`src/rtl/load_store_unit_pkg.sv`:
```
// lsu_pkg: funct3 codes, FSM state type and request legality check shared by the load/store unit
package lsu_pkg;
    localparam logic [2:0] F3_B  = 3'b000;
    localparam logic [2:0] F3_H  = 3'b001;
    localparam logic [2:0] F3_W  = 3'b010;
    localparam logic [2:0] F3_BU = 3'b100;
    localparam logic [2:0] F3_HU = 3'b101;

    typedef enum logic [1:0] {IDLE, RD, WR, RESP} lsu_state_t;

    // High when funct3 is not a legal load/store encoding or the address is misaligned for its size
    function automatic logic bad_op(input logic we, input logic [2:0] f3, input logic [1:0] lo);
        return (we ? (f3[2] || f3 == 3'b011) : (f3 == 3'b011 || f3 == 3'b110 || f3 == 3'b111))
            || (f3[1:0] == F3_H[1:0] && lo[0])
            || (f3[1:0] == F3_W[1:0] && lo != 2'b00);
    endfunction
endpackage

```
`src/rtl/load_store_unit_if.sv`:
```
// load_store_unit_if: core request/response handshake plus word-wide data memory port
//   req_*  : core request (valid/ready), store flag, funct3, byte address, right-aligned store data
//   resp_* : response (valid/ready), extended load data, error flag
//   mem_*  : word address, write word, write/read enables, combinational read data
//   slave  : LSU view; master : core + memory view
interface load_store_unit_if;
    logic        req_valid;
    logic        req_ready;
    logic        req_we;
    logic [2:0]  req_funct3;
    logic [31:0] req_addr;
    logic [31:0] req_wdata;
    logic        resp_valid;
    logic        resp_ready;
    logic [31:0] resp_rdata;
    logic        resp_err;
    logic [31:0] mem_addr;
    logic [31:0] mem_wdata;
    logic        mem_write;
    logic        mem_read;
    logic [31:0] mem_rdata;

    modport slave (
        input  req_valid, req_we, req_funct3, req_addr, req_wdata, resp_ready, mem_rdata,
        output req_ready, resp_valid, resp_rdata, resp_err, mem_addr, mem_wdata, mem_write, mem_read
    );

    modport master (
        output req_valid, req_we, req_funct3, req_addr, req_wdata, resp_ready, mem_rdata,
        input  req_ready, resp_valid, resp_rdata, resp_err, mem_addr, mem_wdata, mem_write, mem_read
    );
endinterface

```
`src/rtl/load_store_unit_align.sv`:
```
// lsu_align: byte/half extraction with extension for loads and byte/half merge for read-modify-write stores
//   funct3 : access size/sign; lane : addr[1:0]; word : memory word; wdata : right-aligned store data
//   load_data : extended load result; merged : word to write back
module lsu_align
    import lsu_pkg::*;
(
    input  logic [2:0]  funct3,
    input  logic [1:0]  lane,
    input  logic [31:0] word,
    input  logic [31:0] wdata,
    output logic [31:0] load_data,
    output logic [31:0] merged
);
    logic [4:0]  sh;
    logic [7:0]  b;
    logic [15:0] h;
    logic [31:0] bmask;

    always_comb begin
        sh        = {lane, 3'b000};
        b         = 8'(word >> sh);
        h         = lane[1] ? word[31:16] : word[15:0];
        bmask     = 32'h0000_00FF << sh;
        load_data = funct3 == F3_B  ? {{24{b[7]}}, b}
                  : funct3 == F3_BU ? {24'b0, b}
                  : funct3 == F3_H  ? {{16{h[15]}}, h}
                  : funct3 == F3_HU ? {16'b0, h}
                  : word;
        merged    = funct3[1:0] == F3_B[1:0] ? (word & ~bmask) | ({24'b0, wdata[7:0]} << sh)
                  : funct3[1:0] == F3_H[1:0] ? (lane[1] ? {wdata[15:0], word[15:0]} : {word[31:16], wdata[15:0]})
                  : wdata;
    end
endmodule

```
`src/rtl/load_store_unit.sv`:
```
// load_store_unit: turns RV32I byte/half/word loads and stores into word accesses, sub-word stores by read-modify-write
//   clk, rst_n : clock and asynchronous active-low reset
//   bus        : slave view of load_store_unit_if (core request/response and data memory port)
//   MEM_WORDS  : memory depth in words; byte addresses at or beyond MEM_WORDS*4 are errors
module load_store_unit
    import lsu_pkg::*;
#(
    parameter int MEM_WORDS = 1024
) (
    input logic               clk,
    input logic               rst_n,
    load_store_unit_if.slave  bus
);
    lsu_state_t  state;
    logic        op_we;
    logic [2:0]  op_f3;
    logic [1:0]  op_lane;
    logic [31:0] op_wdata;
    logic [31:0] load_data;
    logic [31:0] merged;
    logic        req_err;

    assign req_err = bad_op(bus.req_we, bus.req_funct3, bus.req_addr[1:0])
                  || bus.req_addr >= 32'(MEM_WORDS) * 32'd4;

    lsu_align u_align (
        .funct3    (op_f3),
        .lane      (op_lane),
        .word      (bus.mem_rdata),
        .wdata     (op_wdata),
        .load_data (load_data),
        .merged    (merged)
    );

    // Memory controls are registered so they stay stable across the negedge write strobe
    always_ff @(posedge clk or negedge rst_n) begin
        if (!rst_n) begin
            state          <= IDLE;
            op_we          <= 1'b0;
            op_f3          <= 3'b000;
            op_lane        <= 2'b00;
            op_wdata       <= 32'b0;
            bus.req_ready  <= 1'b1;
            bus.resp_valid <= 1'b0;
            bus.resp_err   <= 1'b0;
            bus.resp_rdata <= 32'b0;
            bus.mem_addr   <= 32'b0;
            bus.mem_wdata  <= 32'b0;
            bus.mem_write  <= 1'b0;
            bus.mem_read   <= 1'b0;
        end else begin
            case (state)
                IDLE: if (bus.req_valid) begin
                    op_we          <= bus.req_we;
                    op_f3          <= bus.req_funct3;
                    op_lane        <= bus.req_addr[1:0];
                    op_wdata       <= bus.req_wdata;
                    bus.req_ready  <= 1'b0;
                    bus.resp_rdata <= 32'b0;
                    bus.mem_addr   <= {bus.req_addr[31:2], 2'b00};
                    if (req_err) begin
                        bus.resp_valid <= 1'b1;
                        bus.resp_err   <= 1'b1;
                        state          <= RESP;
                    end else if (!bus.req_we || bus.req_funct3[1:0] != F3_W[1:0]) begin
                        bus.mem_read <= 1'b1;
                        state        <= RD;
                    end else begin
                        bus.mem_wdata <= bus.req_wdata;
                        bus.mem_write <= 1'b1;
                        state         <= WR;
                    end
                end
                RD: begin
                    bus.mem_read <= 1'b0;
                    if (op_we) begin
                        bus.mem_wdata <= merged;
                        bus.mem_write <= 1'b1;
                        state         <= WR;
                    end else begin
                        bus.resp_rdata <= load_data;
                        bus.resp_valid <= 1'b1;
                        state          <= RESP;
                    end
                end
                WR: begin
                    bus.mem_write  <= 1'b0;
                    bus.resp_valid <= 1'b1;
                    state          <= RESP;
                end
                RESP: if (bus.resp_ready) begin
                    bus.resp_valid <= 1'b0;
                    bus.resp_err   <= 1'b0;
                    bus.req_ready  <= 1'b1;
                    state          <= IDLE;
                end
                default: state <= IDLE;
            endcase
        end
    end
endmodule

```
`src/flat_wrapper.sv`:
```
// flat-port wrapper written by rule: the top's interface ports become plain ports
module load_store_unit_flat import lsu_pkg::*;
#(
    parameter int MEM_WORDS = 1024
)
  (clk, rst_n, bus_req_valid, bus_req_we, bus_req_funct3, bus_req_addr, bus_req_wdata, bus_resp_ready, bus_mem_rdata, bus_req_ready, bus_resp_valid, bus_resp_rdata, bus_resp_err, bus_mem_addr, bus_mem_wdata, bus_mem_write, bus_mem_read);
  load_store_unit_if bus_i ();
  input logic clk;
  input logic rst_n;
  input wire logic [$bits(bus_i.req_valid)-1:0] bus_req_valid;
  input wire logic [$bits(bus_i.req_we)-1:0] bus_req_we;
  input wire logic [$bits(bus_i.req_funct3)-1:0] bus_req_funct3;
  input wire logic [$bits(bus_i.req_addr)-1:0] bus_req_addr;
  input wire logic [$bits(bus_i.req_wdata)-1:0] bus_req_wdata;
  input wire logic [$bits(bus_i.resp_ready)-1:0] bus_resp_ready;
  input wire logic [$bits(bus_i.mem_rdata)-1:0] bus_mem_rdata;
  output wire logic [$bits(bus_i.req_ready)-1:0] bus_req_ready;
  output wire logic [$bits(bus_i.resp_valid)-1:0] bus_resp_valid;
  output wire logic [$bits(bus_i.resp_rdata)-1:0] bus_resp_rdata;
  output wire logic [$bits(bus_i.resp_err)-1:0] bus_resp_err;
  output wire logic [$bits(bus_i.mem_addr)-1:0] bus_mem_addr;
  output wire logic [$bits(bus_i.mem_wdata)-1:0] bus_mem_wdata;
  output wire logic [$bits(bus_i.mem_write)-1:0] bus_mem_write;
  output wire logic [$bits(bus_i.mem_read)-1:0] bus_mem_read;
  assign bus_i.req_valid = bus_req_valid;
  assign bus_i.req_we = bus_req_we;
  assign bus_i.req_funct3 = bus_req_funct3;
  assign bus_i.req_addr = bus_req_addr;
  assign bus_i.req_wdata = bus_req_wdata;
  assign bus_i.resp_ready = bus_resp_ready;
  assign bus_i.mem_rdata = bus_mem_rdata;
  assign bus_req_ready = bus_i.req_ready;
  assign bus_resp_valid = bus_i.resp_valid;
  assign bus_resp_rdata = bus_i.resp_rdata;
  assign bus_resp_err = bus_i.resp_err;
  assign bus_mem_addr = bus_i.mem_addr;
  assign bus_mem_wdata = bus_i.mem_wdata;
  assign bus_mem_write = bus_i.mem_write;
  assign bus_mem_read = bus_i.mem_read;
  load_store_unit #(.MEM_WORDS(MEM_WORDS)) u_core (.clk(clk), .rst_n(rst_n), .bus(bus_i));
endmodule
```
`config.mk`:
```
export PLATFORM = sky130hd
export DESIGN_NAME = load_store_unit_flat
export DESIGN_NICKNAME = d
export VERILOG_FILES = /design/src/rtl/load_store_unit_pkg.sv /design/src/rtl/load_store_unit_if.sv /design/src/rtl/load_store_unit_align.sv /design/src/rtl/load_store_unit.sv /design/src/flat_wrapper.sv
export SDC_FILE = /design/constraint.sdc
export NUM_CORES = 1
export LEC_CHECK = 0
export ABC_AREA = 1
export CORE_MARGIN = 2
export CORE_UTILIZATION = 46
export DETAILED_ROUTE_END_ITERATION = 16
export GPL_ROUTABILITY_DRIVEN = 0
export PLACE_DENSITY_LB_ADDON = 0.2
export SLEW_MARGIN = 40
export SYNTH_ARGS = -nofsm -noshare
export SYNTH_HDL_FRONTEND = slang
export SYNTH_HIERARCHICAL = 1
export SYNTH_SLANG_ARGS = --single-unit
```
`constraint.sdc`:
```
create_clock -name clk -period 1.66 [get_ports clk]
set_clock_uncertainty 0.05 [all_clocks]
set_input_delay 0.249 -clock clk [delete_from_list [all_inputs] [get_ports clk]]
set_output_delay 0.249 -clock clk [all_outputs]
set_load 0.03 [all_outputs]
```
# Word level (Yosys, flattened, before mapping)
# Cells that the tools add are included.
# W data, S select, Z words.
word_totals:
  ff_bits: 139
  word_cells: 108
  inputBits: 104
classes:
  shifts: 3
  bitwise_logic: 3
  reduce_logical: 26
  magnitude_cmp: 1
  muxes: 41
  n_eq_ne: 21
op_table:
  columns: ["op", "count"]
  rows:
  - ["$mux W32", 13]
  - ["$pmux W32 S2", 2]
  - ["$and A32 B32 Y32", 1]
  - ["$ge A32 B13 Y1 const B", 1]
  - ["$not A32 Y32", 1]
  - ["$or A32 B32 Y32", 1]
  - ["$shl A8 B5 Y32", 1]
  - ["$shl A8 B5 Y32 const A", 1]
  - ["$shr A32 B5 Y8", 1]
  - ["$mux W16", 1]
  - ["$mux W1", 15]
  - ["$eq A3 B3 Y1 const B", 4]
  - ["$ne A2 B2 Y1 const B", 6]
  - ["$reduce_and A4 Y1", 3]
  - ["$reduce_and A5 Y1", 2]
  - ["$mux W2", 4]
  - ["$pmux W2 S4", 1]
  - ["$logic_or A1 B1 Y1", 7]
  - ["$eq A2 B1 Y1 const B", 3]
  - ["$eq A2 B2 Y1 const B", 3]
  - ["$ne A2 B1 Y1 const B", 3]
  - ["$pmux W1 S2", 3]
  - ["$reduce_and A3 Y1", 2]
  - ["$reduce_bool A2 Y1", 3]
  - ["other kinds (10)", 13]

# Longest topological paths before layout
# Gate-level depths: netlist of run 1.
depth:
  depth_word: 10
  mapped_depth: 12
  ltp_nobuf: 10

# Cells and area by module
# Netlist of run 1, hierarchy kept.
by_module_without_submodules:
  columns: ["module", "area_each_um2", "cells_per_inst", "n_inst"]
  rows:
  - ["load_store_unit", 6132.1, 736, 1]
  - ["lsu_align", 2312.2, 483, 1]

# Worst setup path after synthesis of run 1
# No wires, ideal clock.
synth_timing:
  path_type: "register to register"
  start: "register u_core.state[0]"
  end: "register u_core.bus.mem_wdata[10]"
  synth_period_minus_slack_ps: 1654
  required_ps: 1492
  stages_incl_launch_ff: 11
  setup_slack_ps: 6
  setup_time_ps: 118
  t_arrival_ps: 1487
  cell_sequence: "dfrtp_1 -> inv_1 -> ha_1 -> buf_4 -> o21ai_2 -> inv_2 -> nor2_8 -> nand3_4 -> buf_6 -> nand2_1 -> nand2_1"
synth_via:
  elab_chain_cells: 3
  elab_cells_between_ends: 9
  cone_classes: "eq/ne: 5; mux: 1; reduce/logical: 3"
synth_rtl:
  columns: ["item", "line_no", "text"]
  rows:
  - ["from (decl)", "load_store_unit.sv:14", "lsu_state_t state;"]
  - ["from (signal assigned)", "load_store_unit.sv:38", "state <= IDLE;"]
  - ["from (signal assigned)", "load_store_unit.sv:64", "state <= RESP;"]
  - ["from (signal assigned)", "load_store_unit.sv:67", "state <= RD;"]
  - ["$eq A2 B1 Y1 or $logic_not A2 Y1 (tied branches)", "load_store_unit.sv:52", "case (state)"]
  - ["$ne A2 B1 Y1 (no source line), or another cell as far along", null, null]
  - ["$reduce_and A5 Y1 (no source line)", null, null]
  - ["to (signal assigned)", "load_store_unit.sv:69", "bus.mem_wdata <= bus.req_wdata;"]
  - ["to (signal assigned)", "load_store_unit.sv:77", "bus.mem_wdata <= merged;"]
  - ["to (decl)", "load_store_unit_if.sv:25", "output req_ready, resp_valid, resp_rdata, resp_err, mem_addr, mem_wdata, mem_write, mem_read"]
# Several ways; a longest one is shown, not always the timed one.
# A chain may end at the register's enable or synchronous reset.

# Worst setup path in the final report of run 1
layout_timing:
  start: "register u_core.state[1]"
  end: "register u_core.bus.mem_wdata[26]"
# Same word-level chain as after synthesis.

==> summary.md, run 1 <==
| Metric | Value |
|---|---|
| Status | `complete, but fails checks` |
| Failing checks | `negative setup slack` |
| Worst Setup Slack, final | `-0.0122 ns` |
| Cell type with the highest aggregate area in the netlist | `sky130_fd_sc_hd__dfrtp_1` |
| Antenna violations before repair | `0` |
| CTS Buffer Depth | `2` |
| Cell family contributing the most delay on the critical path | `buffers and inverters` |
| Final-report hold violation count | `0` |
| CTS Buf Count | `17` |
| CP max FO | `8` |
| Vias after detailed routing | `~9000` |
| Via-to-Cell Ratio | `5.24` |
| Gr ovfl total | `0` |
| EDFF count, synth | `0` |
| Total Neg Setup Slack | `-0.0443 ns` |
| Detailed Place HPWL | `about 19000 um` |
| Multiplexer area fraction after synthesis | `0%` |
| Worst-path cell with the longest stage delay | `sky130_fd_sc_hd__dfrtp_1` |
| Combinational family with the most area after synthesis | `simple AND/OR/NAND/NOR gates` |
| YS warnings | `6` |
| Achievable clock frequency | `0.598 GHz` |
| Critical path required time | `1.92 ns` |
| Post-layout utilization of the core | `66.9%` |
| Endpoints failing setup | `6` |
| Worst r2r path cells | `10` |
| Most used standard cell by instance count after synthesis | `sky130_fd_sc_hd__nand2_1` |
| Top cells by count, synth | `sky130_fd_sc_hd__nand2_1 (433), sky130_fd_sc_hd__o21ai_0 (150), sky130_fd_sc_hd__inv_1 (146)` |
| Setup repair after global routing missed its margin | `yes` |
| Number of top-level pins | `205` |
| Height of the die | `roughly 140 um` |
| Worst path bufs/invs | `4` |
| Post-detailed-route DRC marker count | `0` |
| Number of global-route vias before repair | `just over 8000` |
| Worst reg2reg path endpoint | `u_core/bus.mem_wdata[26]` |
| Fraction of the mapped netlist area in adder cells | `0.593%` |
| Psw | `11400 uW` |
| CTS tree | `done` |
| Worst vdd ir | `between 1 and 1.5 mV` |
| IO Port Bufs | `202` |
| Crit Path Category | `reg -> reg` |
| Clock network fraction of total power | `15.6%` |
| Yosys reg bits | `139` |
| Net total in the final layout | `between 1500 and 2000` |
| Path type of the worst min-delay path | `in -> async` |
| Setup crit end kind | `register` |
| DRT Pass-1 Iters | `6` |
| Average detailed-routed wire length per instance | `15.5 um` |
| Starting DRC count in detailed routing | `around 960` |
| Cell chain of the critical path | `inv_2 -> ha_4 -> inv_4 -> o21ai_4 -> inv_4 -> nor2_8 -> nand3_4 -> clkbuf_16 -> nand2_1 -> nand2_1` |
| Post-synthesis instance total | `1219` |
| Overall Global Routing Usage | `between 20% and 30%` |
| Int Pwr | `between 10000 and 15000 uW` |
| Number of distinct library cells after synthesis | `32` |
| Starting utilization of the core area | `47.0%` |
| Final period utilization | `101%` |
| Min Clock Period, post-route | `1.67 ns` |
| Detail Route Antenna Nets | `0` |
| Total routed wirelength | `26600 um` |
| Type of origin of the critical path | `register` |
| Leading post-synthesis cells by cell area | `sky130_fd_sc_hd__dfrtp_1 (41%), sky130_fd_sc_hd__nand2_1 (19%), sky130_fd_sc_hd__o21ai_0 (8.9%), sky130_fd_sc_hd__nand3_1 (7.5%), sky130_fd_sc_hd__inv_1 (6.5%)` |
| Combinational Power Share | `59.1%` |
| Share of async-settable or async-resettable flops after synthesis | `100%` |
| Areal power density over the cells | `1990 nW/um^2` |
| First-pass GRT wire length | `41200 um` |
| Die area | `19500 um^2` |
| Clock transition time at the flip-flop clock pins of the worst setup and hold paths | `0.06 ns` |
| Pin count of the biggest net entering global routing | `66` |
| Arrival time at the worst endpoint | `1.93 ns` |
| Reg2reg start | `u_core/state[1]` |
| Most used flip-flop cell after synthesis | `sky130_fd_sc_hd__dfrtp_1` |
| Portion of the post-synthesis area used by sequential elements | `just over 40%` |
| Clock H-tree levels | `4` |
| Proportion of power drawn by flip-flops and latches | `25.3%` |
| Signed area change from the synthesized netlist to the final layout | `42.3%` |
| Layout cells sized above 1 | `around 14%` |
| Max capacitance violation total | `0` |
| Pleak | `0.00634 uW` |
| Core box area | `18000 um^2` |
| DIE WIDTH | `139 um` |
| Parity-gate share of the synthesized area counting xor and xnor cells | `0%` |
| Cell Rows | `49` |
| Synthesized area per cell | `6.93 um^2` |
| Proportion of netlist area held by the largest area contributor | `40.9%` |
| Delay of the slowest critical-path stage | `roughly 0.39 ns` |
| Complex-gate fraction of the synthesized area | `13.1%` |
| Root buffer cell | `sky130_fd_sc_hd__clkbuf_16` |
| Number of inserted diodes | `0` |
| Post-synthesis share of cell area spent on and, or, nand and nor gates | `32.5%` |
| Worst-skew pair later-pin latency | `0.43 ns` |
| Sw Share | `47.6%` |
| Mapped Area | `8440 um^2` |
| Sink count of the clock tree | `139` |
| Max-slew violation total from the final report | `0` |
| Reg2Reg Setup Slack | `-0.01 ns` |
## area by class of cell
type | count | area [um^2]
Clock buffer | 19 | 453
Clock inverter | 11 | 121
Timing Repair Buffer | 309 | 3000
Tap cell | 229 | 287
Inverter | 156 | 604
Sequential cell | 139 | 3480
Timing Repair inverter | 1 | 7.51
Multi-Input combinational cell | 849 | 4060
Fill cell | 1592 | 5950
## repair_timing
| action | CTS | global route |
|---|---|---|
| gates resized for setup | 111 | 59 |
| pin swaps | 0 | 6 |
| hold buffers | 1 | 0 |
| endpoints found under the hold margin | 31 | 0 |
| setup buffers | 0 | 8 |
| cloned | 0 | 6 |
| setup endpoints to repair | 157 | 79 |
## power by group through the flow
stage                     sequential, uW  clock (uW)  combinational, uW
after floorplan                     7780           0               6860
after global placement              6030           0              13500
after detailed placement            6010           0              13800
after CTS                           5990        3780              13200
after global routing                6220        3930              15400
final                               6040        3730              14100
## worst max-delay path by stage
| stage | startpoint | to | slack [ns] | cells after the start |
|---|---|---|---|---|
| 3_3_place_gp | bus_req_addr[15] | u_core/bus.mem_wdata[18] | -0.17 | 12 |
| 2_1_floorplan | u_core/state[0] | u_core/bus.mem_wdata[10] | 0.006 | 10 |
| 6_report | u_core/state[1] | u_core/bus.mem_wdata[26] | -0.01 | 10 |
| 3_5_place_dp | bus_req_addr[15] | u_core/bus.mem_wdata[14] | -0.19 | 12 |
| 5_1_grt | u_core/state[0] | u_core/bus.mem_wdata[26] | -0.08 | 10 |
| 4_1_cts | u_core/state[0] | u_core/bus.mem_wdata[14] | 0.02 | 9 |
## registers in the layout, summed over array words and instances, names as in the netlist
name	count
u_core/state	2
u_core/bus.resp_rdata	32
u_core/op_lane	2
u_core/bus.mem_addr	30
u_core/op_wdata	32
u_core/bus.resp_valid	1
u_core/op_f3	3
u_core/bus.resp_err	1
u_core/bus.mem_wdata	32
u_core/bus.mem_write	1
u_core/bus.mem_read	1
u_core/op_we	1
u_core/bus.req_ready	1
## cell usage in the layout (no fill, tap or decap), types with 3 or more instances in the layout
master                              n
sky130_fd_sc_hd__clkinvlp_4         4
sky130_fd_sc_hd__o211ai_1          24
sky130_fd_sc_hd__o21ai_1           23
sky130_fd_sc_hd__nor2_1            39
sky130_fd_sc_hd__inv_4              4
sky130_fd_sc_hd__clkinv_2           4
sky130_fd_sc_hd__nor2_2             4
sky130_fd_sc_hd__nor2_4             4
sky130_fd_sc_hd__dfrtp_1          135
sky130_fd_sc_hd__nand4_1           10
sky130_fd_sc_hd__nand2_4            9
sky130_fd_sc_hd__clkdlybuf4s50_1  102
sky130_fd_sc_hd__nand2_2           19
sky130_fd_sc_hd__buf_6              9
sky130_fd_sc_hd__nand3_1          125
sky130_fd_sc_hd__nand2_1          413
sky130_fd_sc_hd__clkbuf_16         19
sky130_fd_sc_hd__inv_2              7
sky130_fd_sc_hd__a21oi_1           12
sky130_fd_sc_hd__buf_4             76
sky130_fd_sc_hd__dfrtp_2            3
sky130_fd_sc_hd__o21ai_0          138
sky130_fd_sc_hd__inv_1            143
sky130_fd_sc_hd__nand3_2           11
sky130_fd_sc_hd__dlygate4sd2_1     98
sky130_fd_sc_hd__buf_12            18
## routing by layer
metal / wire, um / vias to the layer above / part of all wire, % / track usage, %
li1: - / 4367 / - / -
met1: 11600 / 4147 / 43 / 36.3
met2: 12100 / 420 / 45 / 41.2
met3: 2380 / 48 / 8.9 / 6.74
met4: 633 / 0 / 2.4 / 7.28
met5: 0 / - / 0 / 0
## kinds of logic (layout without fill, tap and decap cells)
| group | after synthesis | in the layout |
|---|---|---|
| AND/OR/NAND/NOR | 637 | 638 |
| flip-flops | 139 | 139 |
| adder cells (fa/ha/maj) | 4 | 4 |
| buffers and inverters | 233 | 496 |
| AO/OA/AOI/OAI | 205 | 205 |
| other | 1 | 2 |
## per-stage QoR
| stage | area [um^2] | setup slack, ns | total power [uW] | std cells | hold WS (ns) |
|---|---|---|---|---|---|
| 3_5_place_dp | 11200 | -0.188 | 19800 | 1668 | 0.136 |
| 2_1_floorplan | 8450 | 0.00552 | 14600 | 1220 | -0.0966 |
| 5_1_grt | 12000 | -0.0778 | 25500 | 1713 | 0.266 |
| 6_report | 12000 | -0.0122 | 23900 | 1713 | 0.250 |
| 4_1_cts | 11700 | 0.0161 | 23000 | 1699 | 0.250 |
| 3_3_place_gp | 11200 | -0.167 | 19500 | 1668 | 0.129 |
No activity file was read; power rests on OpenSTA's default activity.
==> run 2, diff against run 1 <==
--- a/config.mk
+++ b/config.mk
@@ -6,6 +6,7 @@
 export NUM_CORES = 1
 export LEC_CHECK = 0
 export ABC_AREA = 1
+export ABC_CLOCK_PERIOD_IN_PS = 1660
 export CORE_MARGIN = 2
 export CORE_UTILIZATION = 46
 export DETAILED_ROUTE_END_ITERATION = 16
==> results of run 2 <==
Final layout, timing and power as in run 1 (identical DEF).
